`config.mk`:
```
export PLATFORM = sky130hd
export DESIGN_NAME = bus_initiator_flat
export DESIGN_NICKNAME = d
export VERILOG_FILES = /design/src/rtl/bus_initiator_if.sv /design/src/rtl/bus_initiator.sv /design/src/flat_wrapper.sv
export SDC_FILE = /design/constraint.sdc
export NUM_CORES = 1
export LEC_CHECK = 0
export ABC_AREA = 1
export CAP_MARGIN = 20
export CORE_UTILIZATION = 43
export DETAILED_ROUTE_END_ITERATION = 7
export PLACE_DENSITY = 0.86
export SYNTH_ARGS = -nofsm -noshare
export SYNTH_HDL_FRONTEND = slang
export SYNTH_SLANG_ARGS = --single-unit
```
`constraint.sdc`:
```
create_clock -name clk -period 1.9 [get_ports clk]
set_clock_uncertainty 0.1 [all_clocks]
set_input_delay 0.38 -clock clk [delete_from_list [all_inputs] [get_ports clk]]
set_output_delay 0.38 -clock clk [all_outputs]
set_load 0.03 [all_outputs]
```
`src/rtl/bus_initiator_if.sv`:
```
// Transfer-size encodings and the bstart/bdone system bus interface shared by
// the initiator and the memory/peripheral responders.
package bus_pkg;
    typedef enum logic [1:0] {
        BYTE = 2'd0,
        HALF = 2'd1,
        WORD = 2'd2
    } tsize_e;
endpackage

interface master_bus_if;
    logic [31:0] addr;
    logic [31:0] wdata;
    logic        write;
    logic [1:0]  tsize;
    logic        bstart;
    logic [31:0] rdata;
    logic        bdone;

    modport master (output addr, wdata, write, tsize, bstart,
                    input  rdata, bdone);
    modport slave  (input  addr, wdata, write, tsize, bstart,
                    output rdata, bdone);
endinterface

```
`src/rtl/bus_initiator.sv`:
```
// Single-outstanding bus initiator: accepts a core request, runs one bstart/bdone
// transaction with a timeout, and returns data or an error on a one-cycle strobe.
module bus_initiator
    import bus_pkg::*;
#(
    parameter int unsigned TIMEOUT = 255
) (
    input  logic         clk,
    input  logic         rst,
    input  logic         req_valid,
    output logic         req_ready,
    input  logic         req_write,
    input  logic [31:0]  req_addr,
    input  logic [31:0]  req_wdata,
    input  logic [1:0]   req_tsize,
    output logic         resp_valid,
    output logic [31:0]  resp_rdata,
    output logic         resp_error,
    master_bus_if.master bus
);
    typedef enum logic [1:0] {IDLE, START, WAIT, RESP} state_e;

    localparam logic [15:0] CNT_LAST = 16'(TIMEOUT - 1);

    state_e      state;
    state_e      state_nxt;
    logic [15:0] wait_cnt;
    logic        accept;
    logic        misaligned;
    logic        cnt_last;

    function automatic logic is_misaligned(input logic [1:0] tsize, input logic [1:0] addr_lsb);
        case (tsize)
            HALF:    is_misaligned = addr_lsb[0];
            WORD:    is_misaligned = (addr_lsb != 2'b00);
            default: is_misaligned = 1'b0;
        endcase
    endfunction

    assign misaligned = is_misaligned(req_tsize, req_addr[1:0]);
    assign accept     = req_valid && (state == IDLE);
    assign cnt_last   = (wait_cnt == CNT_LAST);

    always_ff @(posedge clk) begin
        if (rst) state <= IDLE;
        else     state <= state_nxt;
    end

    always_comb begin
        state_nxt  = state;
        req_ready  = 1'b0;
        resp_valid = 1'b0;
        bus.bstart = 1'b0;
        case (state)
            IDLE: begin
                req_ready = 1'b1;
                if (req_valid) state_nxt = misaligned ? RESP : START;
            end
            START: begin
                bus.bstart = 1'b1;
                state_nxt  = WAIT;
            end
            WAIT: begin
                if (bus.bdone || cnt_last) state_nxt = RESP;
            end
            RESP: begin
                resp_valid = 1'b1;
                state_nxt  = IDLE;
            end
            default: state_nxt = IDLE;
        endcase
    end

    // Bus fields only move on an aligned acceptance, so a rejected request leaves the bus untouched.
    always_ff @(posedge clk) begin
        if (rst) begin
            bus.addr   <= '0;
            bus.wdata  <= '0;
            bus.write  <= 1'b0;
            bus.tsize  <= WORD;
            wait_cnt   <= '0;
            resp_rdata <= '0;
            resp_error <= 1'b0;
        end else begin
            if (accept && !misaligned) begin
                bus.addr  <= req_addr;
                bus.wdata <= req_wdata;
                bus.write <= req_write;
                bus.tsize <= req_tsize;
                wait_cnt  <= '0;
            end
            if (accept && misaligned) begin
                resp_rdata <= '0;
                resp_error <= 1'b1;
            end
            if (state == WAIT) begin
                if (bus.bdone) begin
                    resp_rdata <= bus.write ? 32'h0 : bus.rdata;
                    resp_error <= 1'b0;
                end else if (cnt_last) begin
                    resp_rdata <= '0;
                    resp_error <= 1'b1;
                end else begin
                    wait_cnt <= wait_cnt + 16'd1;
                end
            end
        end
    end
endmodule
```
`src/flat_wrapper.sv`:
```
// flat-port wrapper written by rule: the top's interface ports become plain ports
module bus_initiator_flat import bus_pkg::*;
#(
    parameter int unsigned TIMEOUT = 255
)
  (clk, rst, req_valid, req_ready, req_write, req_addr, req_wdata, req_tsize, resp_valid, resp_rdata, resp_error, bus_addr, bus_wdata, bus_write, bus_tsize, bus_bstart, bus_rdata, bus_bdone);
  master_bus_if bus_i ();
  input  logic clk;
  input  logic rst;
  input  logic req_valid;
  output logic req_ready;
  input  logic req_write;
  input  logic [31:0] req_addr;
  input  logic [31:0] req_wdata;
  input  logic [1:0] req_tsize;
  output logic resp_valid;
  output logic [31:0] resp_rdata;
  output logic resp_error;
  output wire logic [$bits(bus_i.addr)-1:0] bus_addr;
  output wire logic [$bits(bus_i.wdata)-1:0] bus_wdata;
  output wire logic [$bits(bus_i.write)-1:0] bus_write;
  output wire logic [$bits(bus_i.tsize)-1:0] bus_tsize;
  output wire logic [$bits(bus_i.bstart)-1:0] bus_bstart;
  input wire logic [$bits(bus_i.rdata)-1:0] bus_rdata;
  input wire logic [$bits(bus_i.bdone)-1:0] bus_bdone;
  assign bus_addr = bus_i.addr;
  assign bus_wdata = bus_i.wdata;
  assign bus_write = bus_i.write;
  assign bus_tsize = bus_i.tsize;
  assign bus_bstart = bus_i.bstart;
  assign bus_i.rdata = bus_rdata;
  assign bus_i.bdone = bus_bdone;
  bus_initiator #(.TIMEOUT(TIMEOUT)) u_core (.clk(clk), .rst(rst), .req_valid(req_valid), .req_ready(req_ready), .req_write(req_write), .req_addr(req_addr), .req_wdata(req_wdata), .req_tsize(req_tsize), .resp_valid(resp_valid), .resp_rdata(resp_rdata), .resp_error(resp_error), .bus(bus_i));
endmodule
```
==> summary.txt, run 1 <==
Detailed routing
  – Number of detailed-route iterations in the first pass: 5
  – Antenna Nets Post-Route: 0
  – Iter 0 DRT Violations: 400
  – Wirelength per Cell: 14.50 microns
  – Via density: 5.023
  – Detailed route wirelength on metal2: about 7.5 mm
  – DRC violations left: 0
  – Met1 WL: just over 6 mm
  – DRT Wirelength: 14.92 mm
  – Uppermost layer routed: met4
  – Met3 Routed Length: 1.074 mm
  – Via Count: 5,169

Timing
  – Slew margin rel.: 73.54%
  – Final Hold Fails: 0
  – Final Max Tran Viols: 0
  – RSZ-0062 raised after global routing: true
  – Final period util: 99.15%
  – Final setup violation count: 0
  – Max Fclk: 0.5308 GHz
  – Least-Margin Pin Slew: between 300 and 400 ps
  – Min Tclk post-route: 1884 ps
  – Worst setup margin: 16.12 ps
  – Hold_ws: roughly 370 ps

Setup path
  – CP Launch Type: input port
  – CP Class: in2reg
  – CP Max Fanout: 17
  – CP required: 2110 ps
  – Worst setup EP type: register
  – CP arrival: about 2100 ps

Power
  – Pwr Total: 10,700 uW
  – Power Density: between 1000 and 1500 nW/um^2
  – Peak supply drop: 0.8929 mV
  – Pleak: 0.003741 uW

Global route
  – Total track usage: 23.85%
  – Largest net degree at the start of global routing: 67
  – First-pass GRT wire length: 22.09 mm
  – Antenna violations before repair: 0
  – Vias in the first global route: 4,855
  – Total grt overflow: 0

Synth
  – Sequential element share of the synthesized area: 48.39%
  – Post-synth cell types: 30
  – Cells after Synth: 662
  – FF+latch count, synth: between 100 and 150
  – Mapped Area: 4882 sq um
  – Syn Area/Cell: 7.375 sq um
  – Yosys warns: 0
  – Post-Syn Nets: 774

CTS
  – Clock root buffer: clkbuf_16
  – CTS Buf Count: 17
  – CTS Sinks: 118
  – Max clock buf depth: 2
  – TritonCTS clock tree: done
  – Clock slew at reported path FFs: approximately 50 ps
  – Hold_buf cts: 0
  – Latest clock arrival within the worst-skew pair: about 420 ps
  – Max H-tree Level: 4

Hold path
  – Worst hold path type: reg2reg

Final layout
  – Layout area overhead: 61.76%
  – Post-layout nets: 989
  – Finished Layout Cells: 1,029
  – Ant. Diodes: 0
  – Share of layout cells above drive strength 1: 9.899%

Floorplan
  – CORE AREA: ~11,000 sq um
  – Die Width: approximately 110 microns
  – Die area: 11,780 sq um
  – Io pins: 206
  – Rows: 38
  – Starting Density: between 40 and 50%
  – Chip Height: 108.6 microns

Placed design
  – DP Worst Slack: -387.0 ps
  – Count of input and output buffers: 205
  – HPWL Detailed: between 8 and 9 mm
  – Dpl cells: 990
  – Final RePlAce weighted congestion: about 0.9

Run
  – Max_cap viols: 0

Outcome
  – Status: complete, no violations
[what timing repair did]
action	4_1_cts	5_1_grt
gates resized for setup	90	50
buffers inserted	0	3
cloned	0	5
endpoints found under the setup margin	88	111
hold endpoints to repair	0	0
pin swaps	0	4
[critical path, stage by stage]
cell             delay, ps
clkdlybuf4s50_1        480
inv_1                   90
ha_4                   280
nor2_4                  40
nand2_2                130
nand2_8                120
buf_12                 170
clkbuf_16              170
o21ai_0                160
nor2_1                  70
[sequential cells by signal, summed over array words and instances, names as in the netlist]
name               count
u_core.bus.addr       32
u_core.bus.write       1
u_core.state           2
u_core.bus.tsize       2
u_core.bus.wdata      32
u_core.resp_error      1
u_core.wait_cnt       16
u_core.resp_rdata     32
[metal layers]
metal / vias to the layer above / global-route usage [%]
li1: 2559 / -
met1: 2385 / 26.43
met2: 201 / 41.95
met3: 24 / 6.932
met4: 0 / 10.81
met5: - / 0
[cell type report]
cell class / count / area (sq um)
fillers: 828 / 3038
repair buffers: 234 / 2390
clock inverters: 9 / 125.1
well taps: 140 / 175.2
flip-flops and latches: 118 / 2362
repair inverters: 1 / 8.758
clock buffers: 22 / 474.2
multi-input cells: 470 / 2218
inverters: 35 / 143.9
[report_power, final]
part / total (uW) / switching (uW) / internal [uW]
Sequential: 3260 / 263 / 3000
Combinational: 4200 / 2600 / 1600
Clock: 3240 / 1090 / 2150
Total: 10700 / 3960 / 6740
[Yosys cell counts]
cell type | instances | area share (%)
xor2_1 | 2 | 0.36
nand4_1 | 3 | 0.38
nand2_4 | 2 | 0.46
a21oi_1 | 44 | 4.5
nand3_2 | 1 | 0.21
nand3_1 | 47 | 4.8
nand3b_1 | 1 | 0.15
a21oi_2 | 2 | 0.36
o211ai_1 | 2 | 0.31
or2_2 | 1 | 0.13
buf_8 | 1 | 0.31
buf_2 | 17 | 1.7
clkbuf_1 | 13 | 1.0
clkinv_1 | 1 | 0.077
nor2_2 | 1 | 0.13
nor2_4 | 3 | 0.69
a31oi_2 | 1 | 0.26
nor3_1 | 4 | 0.41
o21ai_1 | 3 | 0.31
ha_1 | 9 | 2.3
nand4_2 | 1 | 0.26
buf_6 | 4 | 0.92
o21ai_0 | 69 | 7.1
nand2_2 | 3 | 0.38
inv_1 | 32 | 2.5
nand2_1 | 102 | 7.8
nor2_1 | 169 | 13
buf_4 | 4 | 0.62
dfxtp_1 | 118 | 48
inv_2 | 2 | 0.15
[path summary, 6_finish.rpt]
path	endpoint	from	slack, ps	depth (start not counted)
min	u_core.bus.wdata[23]	u_core.bus.wdata[23]	370	2
max reg2reg	u_core.bus.addr[4]	u_core.state[1]	30	9
min reg2reg	u_core.bus.wdata[23]	u_core.bus.wdata[23]	370	2
max	u_core.bus.addr[4]	req_tsize[0]	20	10
[kinds of logic after synthesis]
family | synth area share [%]
AND/OR/NAND/NOR | 28.86
AO/OA/AOI/OAI | 12.81
flip-flops | 48.39
buffers and inverters | 7.278
adder cells (fa/ha/maj) | 2.307
XOR/XNOR | 0.3589
[metrics by stage]
stage | TNS (ps) | util [%] | area [sq um]
CTS | 0 | 69.91 | 7645
floorplan | 0 | - | 4882
global route | -1319 | 72.22 | 7898
finish | 0 | 72.22 | 7898
detailed placement | -36300 | 65.41 | 7153
global placement | -31770 | 65.41 | 7153
[layout by cell type, fill, tap and decap left out, types with 2 or more instances in the layout]
master and n:
a21oi_1 43, a21oi_2 3, buf_12 9, buf_4 13
buf_6 3, bufinv_16 3, clkbuf_1 2, clkbuf_16 20
clkbuf_8 3, clkdlybuf4s50_1 101, clkinv_2 4, clkinvlp_4 2
dfxtp_1 118, dlygate4sd2_1 85, dlymetal6s2s_1 16, ha_1 8
inv_1 31, inv_2 2, nand2_1 101, nand2_2 3
nand2_4 2, nand3_1 47, nand4_1 3, nor2_1 164
nor2_2 5, nor2_4 4, nor3_1 4, o211ai_1 2
o21ai_0 59, o21ai_1 12, xor2_1 2
Note: power is estimated with default switching activity, not from simulation.
==> run 2, diff against run 1 <==
--- a/config.mk
+++ b/config.mk
@@ -6,7 +6,6 @@
 export NUM_CORES = 1
 export LEC_CHECK = 0
 export ABC_AREA = 1
-export CAP_MARGIN = 20
 export CORE_UTILIZATION = 43
 export DETAILED_ROUTE_END_ITERATION = 7
 export PLACE_DENSITY = 0.86
==> results of run 2 <==
No change in the layout: final DEF, timing and power equal those of run 1.
==> run 3, diff against run 2 <==
--- a/config.mk
+++ b/config.mk
@@ -8,6 +8,7 @@
 export ABC_AREA = 1
 export CORE_UTILIZATION = 43
 export DETAILED_ROUTE_END_ITERATION = 7
+export GPL_ROUTABILITY_DRIVEN = 0
 export PLACE_DENSITY = 0.86
 export SYNTH_ARGS = -nofsm -noshare
 export SYNTH_HDL_FRONTEND = slang
==> results of run 3 <==
No change in the layout: final DEF, timing and power equal those of run 1.
==> variant (flow settings as in run 3) <==
Re-encode `state_e` (4 states) as one-hot, 4 bits wide.
--- a/src/rtl/bus_initiator.sv
+++ b/src/rtl/bus_initiator.sv
@@ -18,7 +18,7 @@
     output logic         resp_error,
     master_bus_if.master bus
 );
-    typedef enum logic [1:0] {IDLE, START, WAIT, RESP} state_e;
+    typedef enum logic [3:0] {IDLE = 4'b0001, START = 4'b0010, WAIT = 4'b0100, RESP = 4'b1000} state_e;
 
     localparam logic [15:0] CNT_LAST = 16'(TIMEOUT - 1);
 
Behaviour: no difference found for any inputs over 4 cycles, from zero or initial values and one cycle with rst high; so few cycles prove little.
==> variant against run 3 <==
- area after synthesis hardly changed
- synthesized cell count is 1.1% lower
- worst setup slack worse by 0.013 ns
- cell area is 2.3% higher
- core utilization is 1.7 points higher
- routed wire length is 7.4% higher
- sequential cell count is 2 higher
- cell count is 0.19% lower
- critical endpoint is now u_core.bus.tsize[0]
- highest routed layer unchanged
Power is not compared: it rests on default switching activity, and its combinational part moved more than twofold at a synthesized area within 25%.
==> variant: results (changes against run 3) <==
* Status: complete, no violations
* Xor and xnor area share after synthesis at 0.1795% (-0.18 points)
* Crit-path max FO at 45 (+28)
* Largest net degree at the start of global routing at 46 (-31%)
* TritonRoute pass-1 iters at 6 (+1)
* CP peak stage delay at 0.51 ns (+0.03 ns)
* Global-route usage over all layers at 24.79% (+0.94 points)
* Initial antenna violation count at 1 (+1)
* Worst r2r dst: u_core.bus.wdata[11]
* Register area share after synthesis at 49.24% (+0.86 points)
* # port buffers at 205 (unchanged)
* Nets at 980 (-0.91%)
* Post-Synth Adder-Cell Area at 1.026% (-1.3 points)
* DP HPWL at 9736 um (+8.3%)
* Worst R2R Path Depth at 9 (unchanged)
* Net Count, Synth at 762 (-1.6%)
* Crit path capture: u_core.bus.tsize[0]
* Post-CTS sizing at 64 (-29%)
* # fillers at 771 (-6.9%)
* Crit path DAT at 2.12 ns (+0.03 ns)
* Most instantiated cells after synthesis: nor2_1, dfxtp_1, nand2_1
* Reg-to-reg setup timing slack at 0.18 ns (+0.15 ns)
* Reg clk slew, reported paths at 0.06 ns
* Top delay family on crit path: buffers and inverters
* H-tree lvl count at 4 (unchanged)
* Commonest register cell after synthesis: dfxtp_1
* 1st-iter DRT viols at 321 (-20%)
* Final wirelength at 16030 um (+7.4%)
* Biggest registers after layout: u_core.bus.addr (32), u_core.bus.wdata (32), u_core.resp_rdata (32)
* Clock latency on the worst-skew pair at 0.40 ns (-0.02 ns)
* First-pass GRT wire length at 22760 um (+3.0%)
* Multiplexer share of the synthesized area at 0% (unchanged)
* Worst-Margin Slew at 0.3882 ns (-0.007265 ns)
* Complex-gate fraction of the synthesized area at 13.26% (+0.45 points)
* Ranking of synthesized cells by area: dfxtp_1, nor2_1, nand2_1
* Yosys cell types at 30 (unchanged)
* Via Count at 5346 (+3.4%)
* Worst reg2reg startpoint: u_core.state[0]
* Vias in the first global route at 4882 (+0.56%)
* Worst vdd ir at 0.0009187 V
* Layout cells sized above 1 at 11.17% (+1.3 points)
* Post CTS Setup Buffer Count at 2 (+2)
## variant: cell type report
type / count / share of cell area (%)
multi-input cells: 455 / 27.01
clock inverters: 13 / 2.725
clock buffers: 19 / 5.482
diodes: 1 / 0.03097
inverters: 40 / 1.858
flip-flops and latches: 120 / 29.75
repair buffers: 239 / 30.98
well taps: 140 / 2.168
## variant: routing by layer
metal  GRT usage (%)  wire [um]
met1           27.31       6135
met2           44.26       8213
met3           9.343       1352
met4           6.853        326
met5               0          0
## variant: worst register-to-register path: cells and delay by family (launching register included)
family | cells | cell delay [ns]
flops | 1 | 0.37
buf+inv | 3 | 0.38
simple gates | 4 | 0.50
compound gates | 2 | 0.27
## variant: worst min-delay path by stage
stage	from	end	cells past startpoint
after floorplan	u_core.wait_cnt[2]	u_core.wait_cnt[2]	2
final	u_core.bus.wdata[8]	u_core.bus.wdata[8]	2
after detailed placement	u_core.resp_error	u_core.resp_error	2
after global placement	u_core.resp_error	u_core.resp_error	2
after CTS	u_core.bus.addr[13]	u_core.bus.addr[13]	2
after global routing	u_core.resp_rdata[16]	u_core.resp_rdata[16]	2
## variant: through the flow
stage / std cells / cell area (um2) / setup WS (ns) / power [W] / hold WS (ns)
after floorplan: 655 / 4878 / 0.1860 / 0.003671 / 0.3747
after global placement: 988 / 7198 / -0.3408 / 0.004382 / 0.3530
after detailed placement: 988 / 7198 / -0.4013 / 0.004405 / 0.3651
after CTS: 1021 / 7810 / -0.009557 / 0.007904 / 0.3782
after global routing: 1027 / 8080 / -0.07743 / 0.008287 / 0.3981
final: 1027 / 8080 / 0.002896 / 0.007993 / 0.3733
